<file path="src/rtl/seven_segment_reader.sv">
// seven_segment_reader: recovers hex digit codes and complete frames from a
// multiplexed seven-segment display bus (segments a..g plus one enable per digit).
// Optional feature macro: SEVEN_SEG_READER_DP_EN adds decimal-point capture
// (input i_dp, output o_dp). Undefined by default.
module seven_segment_reader #(
  parameter int unsigned NUM_DIGITS    = 4,
  parameter int unsigned STABLE_CYCLES = 8,
  parameter bit          COMMON_ANODE  = 1'b1
) (
  input  logic                    i_clk,
  input  logic                    i_rst_n,
  input  logic [6:0]              i_segments,
  input  logic [NUM_DIGITS-1:0]   i_digit_en,
`ifdef SEVEN_SEG_READER_DP_EN
  input  logic                    i_dp,
  output logic [NUM_DIGITS-1:0]   o_dp,
`endif
  output logic [4*NUM_DIGITS-1:0] o_digits,
  output logic [NUM_DIGITS-1:0]   o_digit_valid,
  output logic [4*NUM_DIGITS-1:0] o_frame,
  output logic                    o_frame_valid,
  output logic                    o_pattern_err,
  output logic                    o_glitch
);

`ifdef SEVEN_SEG_READER_DP_EN
  localparam int unsigned DP_W = 1;
`else
  localparam int unsigned DP_W = 0;
`endif
  localparam int unsigned BUS_W = DP_W + NUM_DIGITS + 7;
  localparam int unsigned CNT_W = (STABLE_CYCLES > 2) ? $clog2(STABLE_CYCLES) : 1;
  localparam logic [CNT_W-1:0] CNT_LAST = CNT_W'(STABLE_CYCLES - 1);
  localparam logic [BUS_W-1:0] POL_MASK = COMMON_ANODE ? {BUS_W{1'b1}} : {BUS_W{1'b0}};

  typedef enum logic [1:0] {S_IDLE, S_SETTLE, S_HELD} state_t;

  logic [BUS_W-1:0]        w_pins;
  logic [BUS_W-1:0]        r_sync1;
  logic [BUS_W-1:0]        r_sync2;
  logic [BUS_W-1:0]        r_cmp;
  logic                    r_chg;
  logic [6:0]              w_seg;
  logic [NUM_DIGITS-1:0]   w_en;
  logic                    w_onehot;
  logic                    w_multi;
  logic [3:0]              w_code;
  logic                    w_legal;
  logic                    w_blank;
  logic [4*NUM_DIGITS-1:0] w_digits_next;
  logic [NUM_DIGITS-1:0]   w_seen_next;

  state_t                  r_state;
  logic [CNT_W-1:0]        r_cnt;
  logic [NUM_DIGITS-1:0]   r_seen;
  logic [4*NUM_DIGITS-1:0] r_digits;
  logic [NUM_DIGITS-1:0]   r_valid;
  logic [4*NUM_DIGITS-1:0] r_frame;
  logic                    r_frame_valid;
  logic                    r_pattern_err;
  logic                    r_glitch;

`ifdef SEVEN_SEG_READER_DP_EN
  logic                    w_dp;
  logic [NUM_DIGITS-1:0]   r_dp;
  assign w_pins = {i_dp, i_digit_en, i_segments};
  assign w_dp   = r_cmp[BUS_W-1];
  assign o_dp   = r_dp;
`else
  assign w_pins = {i_digit_en, i_segments};
`endif

  assign w_seg    = r_cmp[6:0];
  assign w_en     = r_cmp[7 +: NUM_DIGITS];
  assign w_onehot = (w_en != '0) && ((w_en & (w_en - NUM_DIGITS'(1))) == '0);
  assign w_multi  = (w_en != '0) && !w_onehot;
  assign w_blank  = (w_seg == 7'h00);
  assign w_seen_next = r_seen | w_en;

  assign o_digits      = r_digits;
  assign o_digit_valid = r_valid;
  assign o_frame       = r_frame;
  assign o_frame_valid = r_frame_valid;
  assign o_pattern_err = r_pattern_err;
  assign o_glitch      = r_glitch;

  // Synchronise the (polarity-normalised) bus, keep a compare copy and flag changes
  always_ff @(posedge i_clk or negedge i_rst_n) begin
    if (!i_rst_n) begin
      r_sync1 <= '0;
      r_sync2 <= '0;
      r_cmp   <= '0;
      r_chg   <= 1'b0;
    end else begin
      r_sync1 <= w_pins ^ POL_MASK;
      r_sync2 <= r_sync1;
      r_cmp   <= r_sync2;
      r_chg   <= (r_sync2 != r_cmp);
    end
  end

  // Inverse of the standard hex segment table
  always_comb begin
    w_code  = 4'h0;
    w_legal = 1'b1;
    case (w_seg)
      7'h3F: w_code = 4'h0;
      7'h06: w_code = 4'h1;
      7'h5B: w_code = 4'h2;
      7'h4F: w_code = 4'h3;
      7'h66: w_code = 4'h4;
      7'h6D: w_code = 4'h5;
      7'h7D: w_code = 4'h6;
      7'h07: w_code = 4'h7;
      7'h7F: w_code = 4'h8;
      7'h6F: w_code = 4'h9;
      7'h77: w_code = 4'hA;
      7'h7C: w_code = 4'hB;
      7'h39: w_code = 4'hC;
      7'h5E: w_code = 4'hD;
      7'h79: w_code = 4'hE;
      7'h71: w_code = 4'hF;
      default: w_legal = 1'b0;
    endcase
  end

  // Digit vector as it would look after capturing into the enabled slot
  always_comb begin
    w_digits_next = r_digits;
    for (int k = 0; k < NUM_DIGITS; k++) begin
      if (w_en[k]) w_digits_next[4*k +: 4] = w_legal ? w_code : 4'h0;
    end
  end

  // Settle FSM, capture and frame assembly
  always_ff @(posedge i_clk or negedge i_rst_n) begin
    if (!i_rst_n) begin
      r_state       <= S_IDLE;
      r_cnt         <= '0;
      r_seen        <= '0;
      r_digits      <= '0;
      r_valid       <= '0;
      r_frame       <= '0;
      r_frame_valid <= 1'b0;
      r_pattern_err <= 1'b0;
      r_glitch      <= 1'b0;
`ifdef SEVEN_SEG_READER_DP_EN
      r_dp          <= '0;
`endif
    end else begin
      r_frame_valid <= 1'b0;
      r_pattern_err <= 1'b0;
      r_glitch      <= 1'b0;
      if (w_multi) begin
        r_glitch <= 1'b1;
        r_state  <= S_IDLE;
        r_cnt    <= '0;
      end else if (!w_onehot) begin
        r_state <= S_IDLE;
        r_cnt   <= '0;
      end else begin
        case (r_state)
          S_IDLE: begin
            r_state <= S_SETTLE;
            r_cnt   <= '0;
          end
          S_SETTLE: begin
            if (r_chg) begin
              r_cnt <= '0;
            end else if (r_cnt == CNT_LAST) begin
              r_state  <= S_HELD;
              r_digits <= w_digits_next;
              r_valid  <= w_legal ? (r_valid | w_en) : (r_valid & ~w_en);
              if (!w_legal && !w_blank) r_pattern_err <= 1'b1;
`ifdef SEVEN_SEG_READER_DP_EN
              r_dp <= w_dp ? (r_dp | w_en) : (r_dp & ~w_en);
`endif
              if (&w_seen_next) begin
                r_frame       <= w_digits_next;
                r_frame_valid <= 1'b1;
                r_seen        <= '0;
              end else begin
                r_seen <= w_seen_next;
              end
            end else begin
              r_cnt <= r_cnt + CNT_W'(1);
            end
          end
          S_HELD: begin
            if (r_chg) begin
              r_state <= S_SETTLE;
              r_cnt   <= '0;
            end
          end
          default: begin
            r_state <= S_IDLE;
            r_cnt   <= '0;
          end
        endcase
      end
    end
  end

endmodule

</file>
<file path="config.mk">
export PLATFORM = sky130hd
export DESIGN_NAME = seven_segment_reader
export DESIGN_NICKNAME = d
export VERILOG_FILES = /design/src/rtl/seven_segment_reader.sv
export SDC_FILE = /design/constraint.sdc
export NUM_CORES = 1
export LEC_CHECK = 0
export ABC_AREA = 1
export CORE_UTILIZATION = 50
export CTS_CLUSTER_SIZE = 20
export DETAILED_ROUTE_END_ITERATION = 6
export GPL_TIMING_DRIVEN = 0
export PLACE_DENSITY = 0.77
export RECOVER_POWER = 50
export SLEW_MARGIN = 40
export SYNTH_ARGS = -nofsm -noshare
export SYNTH_HDL_FRONTEND = slang
export SYNTH_SLANG_ARGS = --single-unit
</file>
<file path="constraint.sdc">
create_clock -name i_clk -period 1.8 [get_ports i_clk]
set_input_delay 0.36 -clock i_clk [delete_from_list [all_inputs] [get_ports i_clk]]
set_output_delay 0.36 -clock i_clk [all_outputs]
set_load 0.1 [all_outputs]
</file>
==> results_dict.tcl, run 1 <==
set metrics [dict create \
    hold_ws_ns 0.350 \
    synthXorXnorAreaFrac_pct 1.71 \
    worst-setup-path-type "reg2reg" \
    cts_tree "built" \
    cts_max_level 3 \
    run_status "finished clean" \
    worstMarginPinSlew_ns 0.815 \
    grt_setup_unrepaired "true" \
    ys_seq_elements 82 \
    synth_common_cells "144 x nand2_1, 82 x dfrtp_1, 50 x nor2_1" \
    fill_cells 588 \
    critPathMostFrequentCell "nand2_1" \
    power_density_nw_per_um2 809 \
    min_period_ns 1.70 \
    path_depth 8 \
    cp_data_required_time_ns 2.04 \
    setup-tns-final_ns 0 \
    grt_pass1_wl_um 12700 \
    dieArea_um2 7500 \
    num_io_pins 52 \
    dr.first_iter.drc_count 174 \
    pre_cts_slack_ns -0.0987 \
    first_pass_iters 4 \
    swShare_pct 24.0 \
    fin_skew_ns 0.0101 \
    initial_utilization_pct 52.1 \
    clock_path_buffers 2 \
    syn_area_um2 3580 \
    cp-start-kind "flop" \
    final_max_slew_viol_count 0 \
    timing.fmax_ghz 0.589 \
    worstHoldStart "r_sync1[7]$_DFF_PN0_" \
    synth_area_leaders "dfrtp_1 57%, nand2_1 15%, nor2_1 5.2%" \
    setup_viol 0 \
    drv_cap 0 \
    drc 0 \
    hold_viol 0 \
    slowest_delay_ns 0.45 \
    syn-instance-count 416 \
    crit_family "simple AND/OR/NAND/NOR gates" \
    crit_fanout 6 \
    antenna_found_initial 0 \
    drive_gt1_share_pct 17.5 \
    combPwrFrac_pct 7.1 \
    end_kind "flop" \
    ys_seq_area_share_pct 57.3 \
    port_buffers 51 \
    slew-limit-headroom_pct 45.7 \
    cts_root_buffer "clkbuf_8" \
    vias_per_cell 5.03 \
    r2r_cells 8 \
    path_clk_slew_ns 0.08 \
    grt_util_all_layers_pct 22.5 \
    wirelength_um 7670 \
    chipHeight_um 86.6 \
    gp_congestion 0.920 \
    synthMuxAreaShare_pct 0 \
    netlist.top_cell.by_area "dfrtp_1" \
    synth_compound_area_share_pct 2.69 \
    area_delta_synth_final_pct 20.1 \
    synth_fa_ha_area_share_pct 0.699 \
    avgRoutedWirePerCell_um 13.2 \
    synth_nets 431 \
    numClockSinks 82 \
    power.switching_mw 0.835 \
    die_w_um 86.6 \
    cp_data_arrival_time_ns 1.94 \
    vias 2931 \
    worstReg2RegStart "r_cmp[6]$_DFF_PN0_" \
    ys_warn_count 0 \
    synth_top_family_by_area "simple AND/OR/NAND/NOR gates" \
    postPlaceCellArea_um2 4040 \
    avgSynthCellArea_um2 8.61 \
    internal_power_mw 2.64 \
    grt_start_max_net_pins 52 \
    vdd_drop_max_uv 517 \
    fin_ws_ns 0.102 \
    synth-simple-area-share_pct 30.5 \
    yosysTopAreaCellShare_pct 57.3 \
    antenna_left 0 \
    hold_path_depth 0 \
    synth_most_common_cell "nand2_1" \
    async_reset_ff_share_pct 100 \
    grt_overflow 0 \
    crit_path_top_delay_cell "dfrtp_1" \
    p_clk_share_pct 38.0 \
    synth_edf_count 0 \
    crit_chain "nand2_1 -> nor2_1 -> nand2_1 -> nand2_1 -> nor2_1 -> nand2_1 -> nand2_1 -> o21ai_0" \
    rows 30 \
    finalCritPeriodShare_pct 94.3 \
    design_area_um2 4300 \
    leakagePower_nw 2.44 \
    r2r_end "o_digits[13]$_DFFE_PN0P_" \
    seq_power_share_pct 54.9 \
    critPathBufInv 0 \
    ys_types 25 \
    fin_nets 497 \
    rrSetupSlack_ns 0.10 \
    coreArea_um2 6870 \
    ys.flop_type "dfrtp_1" \
    seq_area_um2 2050 \
    hold_path_end "r_sync2[7]$_DFF_PN0_" \
    min-delay-path-class "reg2reg" \
    insertion_delay_ns 0.36 \
    post-dp-hpwl_um 5480 \
    multiInputGateArea_um2 1300 \
    antennaDiodeCount 0 \
    cts_buffers 9 \
    grt_pass1_vias 2855 \
]
==> per-stage QoR <==
stage / instances / util (%) / total power [mW]
global placement: 563 / 61.3 / 2.18
CTS: 582 / 62.3 / 3.51
finish: 583 / 62.6 / 3.48
global route: 583 / 62.6 / 3.62
floorplan: 416 / - / 2.09
detailed placement: 564 / 58.9 / 2.19
==> sequential cells by signal, summed over array words and instances (netlist names), named ones only <==
name / flops
o_digits: 16
o_frame: 16
r_cmp: 11
r_sync1: 11
r_sync2: 11
r_seen: 4
r_cnt: 3
r_state: 2
o_frame_valid: 1
o_glitch: 1
o_pattern_err: 1
r_chg: 1
==> layer usage <==
layer,up-vias,global-route usage (%),routed length (µm)
met5,-,0,0
met2,101,35.9,3600
met4,0,12.0,150
li1,1417,-,-
met3,17,3.90,591
met1,1396,29.5,3330
==> logic make-up (layout without fill, tap and decap cells) <==
logic type                 Yosys count  after routing
AOI/OAI and AO/OA                   18             18
DFF                                 82             82
adders and majority gates            2              2
and+or+nand+nor                    253            253
buffers and inverters               54            125
xor gates and xnor gates             7              7
==> layout by cell type, fill, tap and decap left out, types with 2 or more instances in the layout <==
cell type | synthesis | layout
buf_2 | 2 | 40
buf_4 | 3 | 5
buf_6 | 3 | 3
clkbuf_1 | 0 | 2
clkbuf_8 | 0 | 10
clkinv_4 | 2 | 3
dfrtp_1 | 82 | 82
dlygate4sd3_1 | 0 | 12
inv_1 | 43 | 43
nand2_1 | 144 | 143
nand3_1 | 33 | 32
nand3_2 | 2 | 3
nand4_1 | 3 | 3
nor2_1 | 50 | 48
nor2_2 | 1 | 2
nor2_4 | 3 | 4
nor3_1 | 11 | 11
o21ai_0 | 16 | 15
or2_2 | 3 | 3
xnor2_1 | 2 | 2
xor2_1 | 5 | 5
==> worst max path at each step <==
stage	slack, ns	startpoint	to
2_1_floorplan	0.09	r_cnt[0]$_DFFE_PN0P_	o_frame[10]$_DFFE_PN0P_
3_3_place_gp	-2.38	i_rst_n	o_digits[7]$_DFFE_PN0P_
3_5_place_dp	-0.1	r_cnt[0]$_DFFE_PN0P_	o_digits[13]$_DFFE_PN0P_
4_1_cts	0.01	r_cmp[2]$_DFF_PN0_	o_digits[13]$_DFFE_PN0P_
5_1_grt	-0.003	r_cmp[8]$_DFF_PN0_	o_frame[12]$_DFFE_PN0P_
6_report	0.10	r_cmp[6]$_DFF_PN0_	o_digits[13]$_DFFE_PN0P_
==> power groups by stage <==
stage          logic, mW  registers [mW]  clock network, mW
5_1_grt            0.277            1.92               1.42
6_report           0.248            1.91               1.32
3_3_place_gp       0.234            1.94                  0
4_1_cts            0.252            1.91               1.35
2_1_floorplan      0.131            1.95                  0
3_5_place_dp       0.247            1.95                  0
==> cell type report <==
cell class,count,share of cell area [%]
multi-input cells,280,30.3
inverters,46,4.31
clock inverters,4,1.19
repair buffers,55,8.73
flip-flops and latches,82,47.7
plain buffers,8,1.60
clock buffers,12,3.38
well taps,96,2.79
==> what timing repair did <==
item,4_1_cts,5_1_grt
endpoints found under the setup margin,27,33
setup buffers,1,1
pin swaps,1,1
endpoints found under the hold margin,31,0
hold buffers,1,0
resized for setup,2,8
Power figures use the tool's default switching activity.
==> run 2: changes to the inputs <==
--- a/config.mk
+++ b/config.mk
@@ -12,7 +12,7 @@
 export GPL_TIMING_DRIVEN = 0
 export PLACE_DENSITY = 0.77
 export RECOVER_POWER = 50
-export SLEW_MARGIN = 40
+export SLEW_MARGIN = 5
 export SYNTH_ARGS = -nofsm -noshare
 export SYNTH_HDL_FRONTEND = slang
 export SYNTH_SLANG_ARGS = --single-unit
==> results_dict.tcl, run 2 (synthesis gave the netlist of run 1 again) <==
set metrics [dict create \
    crit_chain "clkdlybuf4s15_2" \
    min_period_ns 1.72 \
    slew-limit-headroom_pct 48.8 \
    timing.fmax_ghz 0.582 \
    rrSetupSlack_ns 0.11 \
    top_usage_layer "met2" \
    die_w_um 86.6 \
    setup_viol 0 \
    insertion_delay_ns 0.36 \
    critPathBufInv 1 \
    fill_cells 570 \
    clock_path_buffers 2 \
    fin_nets 497 \
    fin_skew_ns 0.0189 \
    avgRoutedWirePerCell_um 13.0 \
    power_density_nw_per_um2 776 \
    worstReg2RegStart "r_cmp[7]$_DFF_PN0_" \
    final_max_slew_viol_count 0 \
    path_clk_slew_ns 0.08 \
    grt_pass1_wl_um 12800 \
    num_io_pins 52 \
    mostFrequentLayoutCells "143 x nand2_1, 82 x dfrtp_1, 46 x nor2_1" \
    antennaDiodeCount 0 \
    end_kind "output pin" \
    worstMarginPinSlew_ns 0.768 \
    grt_start_max_net_pins 52 \
    min-delay-path-class "reg2reg" \
    cp-start-kind "flop" \
    post-dp-hpwl_um 5480 \
    port_buffers 51 \
    use_met1_pct 28.7 \
    vias 2943 \
    dieArea_um2 7500 \
    grt_util_met3_pct 4.48 \
    first_pass_iters 5 \
    drive_gt1_share_pct 18.1 \
    cts_buffers 9 \
    rows 30 \
    design_area_um2 4530 \
    drv_cap 0 \
    antenna_left 0 \
    crit_path_top_delay_cell "clkdlybuf4s15_2" \
    crit_family "buffers and inverters" \
    hold_path_end "r_sync2[10]$_DFF_PN0_" \
    antenna_found_initial 0 \
    r2r_cells 11 \
    coreArea_um2 6870 \
    wirelength_um 7590 \
    cp_data_required_time_ns 1.44 \
    grt_util_met2_pct 37.7 \
    worst-setup-path-type "reg2out" \
    run_status "finished clean" \
    hold_path_depth 0 \
    area_delta_synth_final_pct 26.7 \
    cts_max_level 3 \
    drc 0 \
    hold_viol 0 \
    chipHeight_um 86.6 \
    vias_per_cell 5.05 \
    initial_utilization_pct 52.1 \
    worstHoldStart "r_sync1[10]$_DFF_PN0_" \
    leakagePower_nw 2.36 \
    cp_data_arrival_time_ns 1.36 \
    hold_ws_ns 0.350 \
    vdd_drop_max_uv 629 \
    cts_tree "built" \
    dr.first_iter.drc_count 184 \
    grt_overflow 0 \
    crit_fanout 3 \
    slowest_delay_ns 0.58 \
    cts_root_buffer "clkbuf_8" \
    finalCritPeriodShare_pct 95.4 \
    r2r_end "o_frame[8]$_DFFE_PN0P_" \
    grt_pass1_vias 2788 \
    layout_commonest_cell "nand2_1" \
    numClockSinks 82 \
    grt_util_all_layers_pct 22.8 \
    gp_congestion 0.920 \
    postPlaceCellArea_um2 4240 \
]
[run 2: changes by cell type in the layout (fill, tap and decap cells not counted), moves of 2 or more]
cell / delta
nor2_2: +3
buf_2: -39
clkdlybuf4s15_2: +39
buf_6: +2
clkinvlp_4: +2
nor2_1: -2
[run 2: how the worst max path moves through the flow]
stage | startpoint | to | slack, ns | cells past startpoint
final | o_digits[6]$_DFFE_PN0P_ | o_digits[6] | 0.08 | 1
after global routing | r_cmp[5]$_DFF_PN0_ | flop | -0.009 | 8
after CTS | r_cnt[0]$_DFFE_PN0P_ | o_frame[8]$_DFFE_PN0P_ | 0.05 | 11
after detailed placement | o_digits[10]$_DFFE_PN0P_ | o_digits[10] | -0.10 | 1
after global placement | i_rst_n | o_digits[7]$_DFFE_PN0P_ | -2.38 | 1
after floorplan | r_cnt[0]$_DFFE_PN0P_ | o_frame[10]$_DFFE_PN0P_ | 0.09 | 10
[run 2: per-layer routing]
metal  vias up  wire, µm
met5         -         0
met4         0       155
met3        14       409
met2        90      3640
met1      1411      3390
li1       1428         -
[run 2: final cells by class]
cell class              count  area (µm²)  share of cell area (%)
plain buffers               8        72.6                    1.60
clock buffers              11         141                    3.12
clock inverters             5        61.3                    1.35
inverters                  46         185                    4.08
multi-input cells         280        1300                    28.6
flip-flops and latches     82        2050                    45.3
well taps                  96         120                    2.65
repair buffers             55         603                    13.3
[run 2: through the flow]
| stage | TNS [ns] | setup slack, ns | power (mW) | instances | util (%) |
|---|---|---|---|---|---|
| 2_1_floorplan | 0 | 0.0922 | 2.09 | 416 | - |
| 3_3_place_gp | -197.19 | -2.38 | 2.18 | 563 | 61.3 |
| 3_5_place_dp | -2.78 | -0.104 | 2.20 | 564 | 61.7 |
| 4_1_cts | 0 | 0.0541 | 3.55 | 582 | 65.8 |
| 5_1_grt | -0.00946 | -0.00946 | 3.65 | 583 | 66.0 |
| 6_report | 0 | 0.0831 | 3.52 | 583 | 66.0 |
[run 2: timing repair]
item | 4_1_cts | 5_1_grt
pin swaps | 1 | 1
hold endpoints to repair | 31 | 0
hold buffers | 1 | 0
endpoints found under the setup margin | 66 | 31
gates resized for setup | 119 | 9
buffers inserted | 1 | 1
[run 2: power by group]
| group | switching [mW] | total (mW) | internal [mW] |
|---|---|---|---|
| Combinational | 0.164 | 0.243 | 0.0791 |
| Sequential | 0.0278 | 1.91 | 1.88 |
| Clock | 0.683 | 1.37 | 0.684 |
==> RTL edit (settings of run 1) <==
`COMMON_ANODE`: 1'b1 -> 1'b0.
--- a/src/rtl/seven_segment_reader.sv
+++ b/src/rtl/seven_segment_reader.sv
@@ -5,7 +5,7 @@
 module seven_segment_reader #(
   parameter int unsigned NUM_DIGITS    = 4,
   parameter int unsigned STABLE_CYCLES = 8,
-  parameter bit          COMMON_ANODE  = 1'b1
+  parameter bit          COMMON_ANODE  = 1'b0
 ) (
   input  logic                    i_clk,
   input  logic                    i_rst_n,
Check against the original RTL: not equivalent (Yosys sat finds a counterexample within 10 cycles, from zero or initial values and one cycle with i_rst_n low).
==> RTL edit against run 1 <==
Clock skew shrank 0.0018 ns. Sequential cell count unchanged. Critical path depth rose by 1. Final cell count fell by 2.2%. Worst setup slack worse by 0.071 ns. Sequential share of layout area decreased by 1.3 points. Power is 4.6% higher. Area after synthesis shrank 0.77%. Synthesized cell count fell by 5.0%. Maximum frequency shrank 4.0%. Combinational power rose by 6%. Wire length rose by 2.8%. Final area is 2.9% higher. Global-route usage rose by 0.30 points. Largest cell class unchanged.
==> RTL edit: results (changes against run 1) <==
[run_status]
outcome = complete, no violations  ; unchanged

[worst_setup_path]
crit_path_max_fanout = 10  ; was 6
max_stage_delay_ns = 0.37  ; was 0.45 ns
cp.arrival_ns = 2.06  ; was 1.94 ns

[cells_and_area]
drive_gt1_frac = 0.2342  ; was 0.1745
final_nets = 484  ; was 497
nFillCells = 575  ; was 588
design_area_um2 = 4422  ; was 4299 µm²

[grt]
grt_pass1_wl_um = 12850  ; was 12700 µm
grt_util_met1 = 0.3350  ; was 0.2949
grt_use_met2 = 0.3297  ; was 0.3586
grt_pass1_vias = 2686  ; was 2855
grt_max_degree = 56  ; was 52

[power_and_ir_drop]
pwr-share-clk = 0.403  ; was 0.380
p_seq_frac = 0.524  ; was 0.549
intPower_mw = 2.752  ; was 2.645 mW
leakagePower_nw = 2.411  ; was 2.439 nW

[synth]
synth.distinct_cells = 23  ; was 25
synthTopCellsByCount = 131 x nand2_1, 82 x dfrtp_1, 43 x nor2_1  ; was 144 x nand2_1, 82 x dfrtp_1, 50 x nor2_1
postSynthCellCount = 395  ; was 416
synth_area_leaders = dfrtp_1 58%, nand2_1 14%, nor2_1 4.5%, nand3_1 4.5%, inv_1 3.2%  ; was dfrtp_1 57%, nand2_1 15%, nor2_1 5.2%, nand3_1 4.6%, inv_1 4.5%
ys_seq_area_frac = 0.5777  ; was 0.5732

[timing]
skew_ns = 0.008315  ; was 0.01013 ns
max-slew-margin-rel = 0.5395  ; was 0.4570

[place]
placedInstanceArea_um2 = 4016  ; was 4044 µm²
dp_hpwl_um = 5501  ; was 5475 µm
placedCellCount = 543  ; was 564
place_ws_ns = -0.2096  ; was -0.09868 ns

[routing]
met2_length_um = 3555  ; was 3601 µm
route.met3.wl_um = 579  ; was 591 µm
first_pass_iters = 5  ; was 4
wl_per_cell_um = 13.84  ; was 13.16 µm
wl_um = 7890  ; was 7673 µm
vias = 2886  ; was 2931
drt-met1-wl_um = 3625  ; was 3329 µm
drtIter0Drc = 240  ; was 174

==> RTL edit: cell types whose count changed after synthesis, moves of 3 or more <==
cell     delta
inv_1      -13
nor2_1      -7
nand4_1     +5
nor2_4      +3
o21ai_0     +6
nand2_1    -13
nor3_1      -3
==> RTL edit: path summary, 6_finish.rpt <==
kind / start / end / slack (ns) / depth (start not counted)
max: r_cnt[0] / o_frame[3] / 0.03 / 9
min: r_sync1[6] / r_sync2[6] / 0.35 / 0
max reg2reg: r_cnt[0] / o_frame[3] / 0.03 / 9
min reg2reg: r_sync1[6] / r_sync2[6] / 0.35 / 0
max in group asynchronous: i_rst_n / o_digits[15] / 0.31 / 3
min in group asynchronous: i_rst_n / r_cmp[3] / 0.58 / 2
==> RTL edit: timing repair <==
item	in CTS	in global routing
endpoints found under the hold margin	27	0
pin swaps	4	3
resized for setup	5	20
gates cloned	0	1
hold buffers	1	0
setup endpoints to repair	45	36
setup buffers	5	4
==> RTL edit: metrics by stage <==
| step | TNS [ns] | hold WS, ns |
|---|---|---|
| floorplan | 0 | 0.06441 |
| finish | 0 | 0.3526 |
| global placement | -201.05 | 0.3316 |
| detailed placement | -4.756 | 0.2466 |
| global route | -0.01212 | 0.3590 |
| CTS | 0 | 0.3542 |
==> RTL edit: logic make-up after synthesis <==
kind of cell | count (synthesis) | share of synthesized area
flops | 82 | 0.5777
fa+ha+maj | 2 | 0.007044
compound gates | 23 | 0.03311
buf+inv | 41 | 0.05741
xor+xnor | 7 | 0.01726
simple gates | 240 | 0.3075
==> RTL edit: layout make-up <==
class	count	share of cell area
clock buffers	10	0.02886
well taps	96	0.02716
inverters	34	0.03169
plain buffers	7	0.01783
clock inverters	6	0.02037
repair buffers	63	0.1016
multi-input cells	272	0.3084
flip-flops and latches	82	0.4641
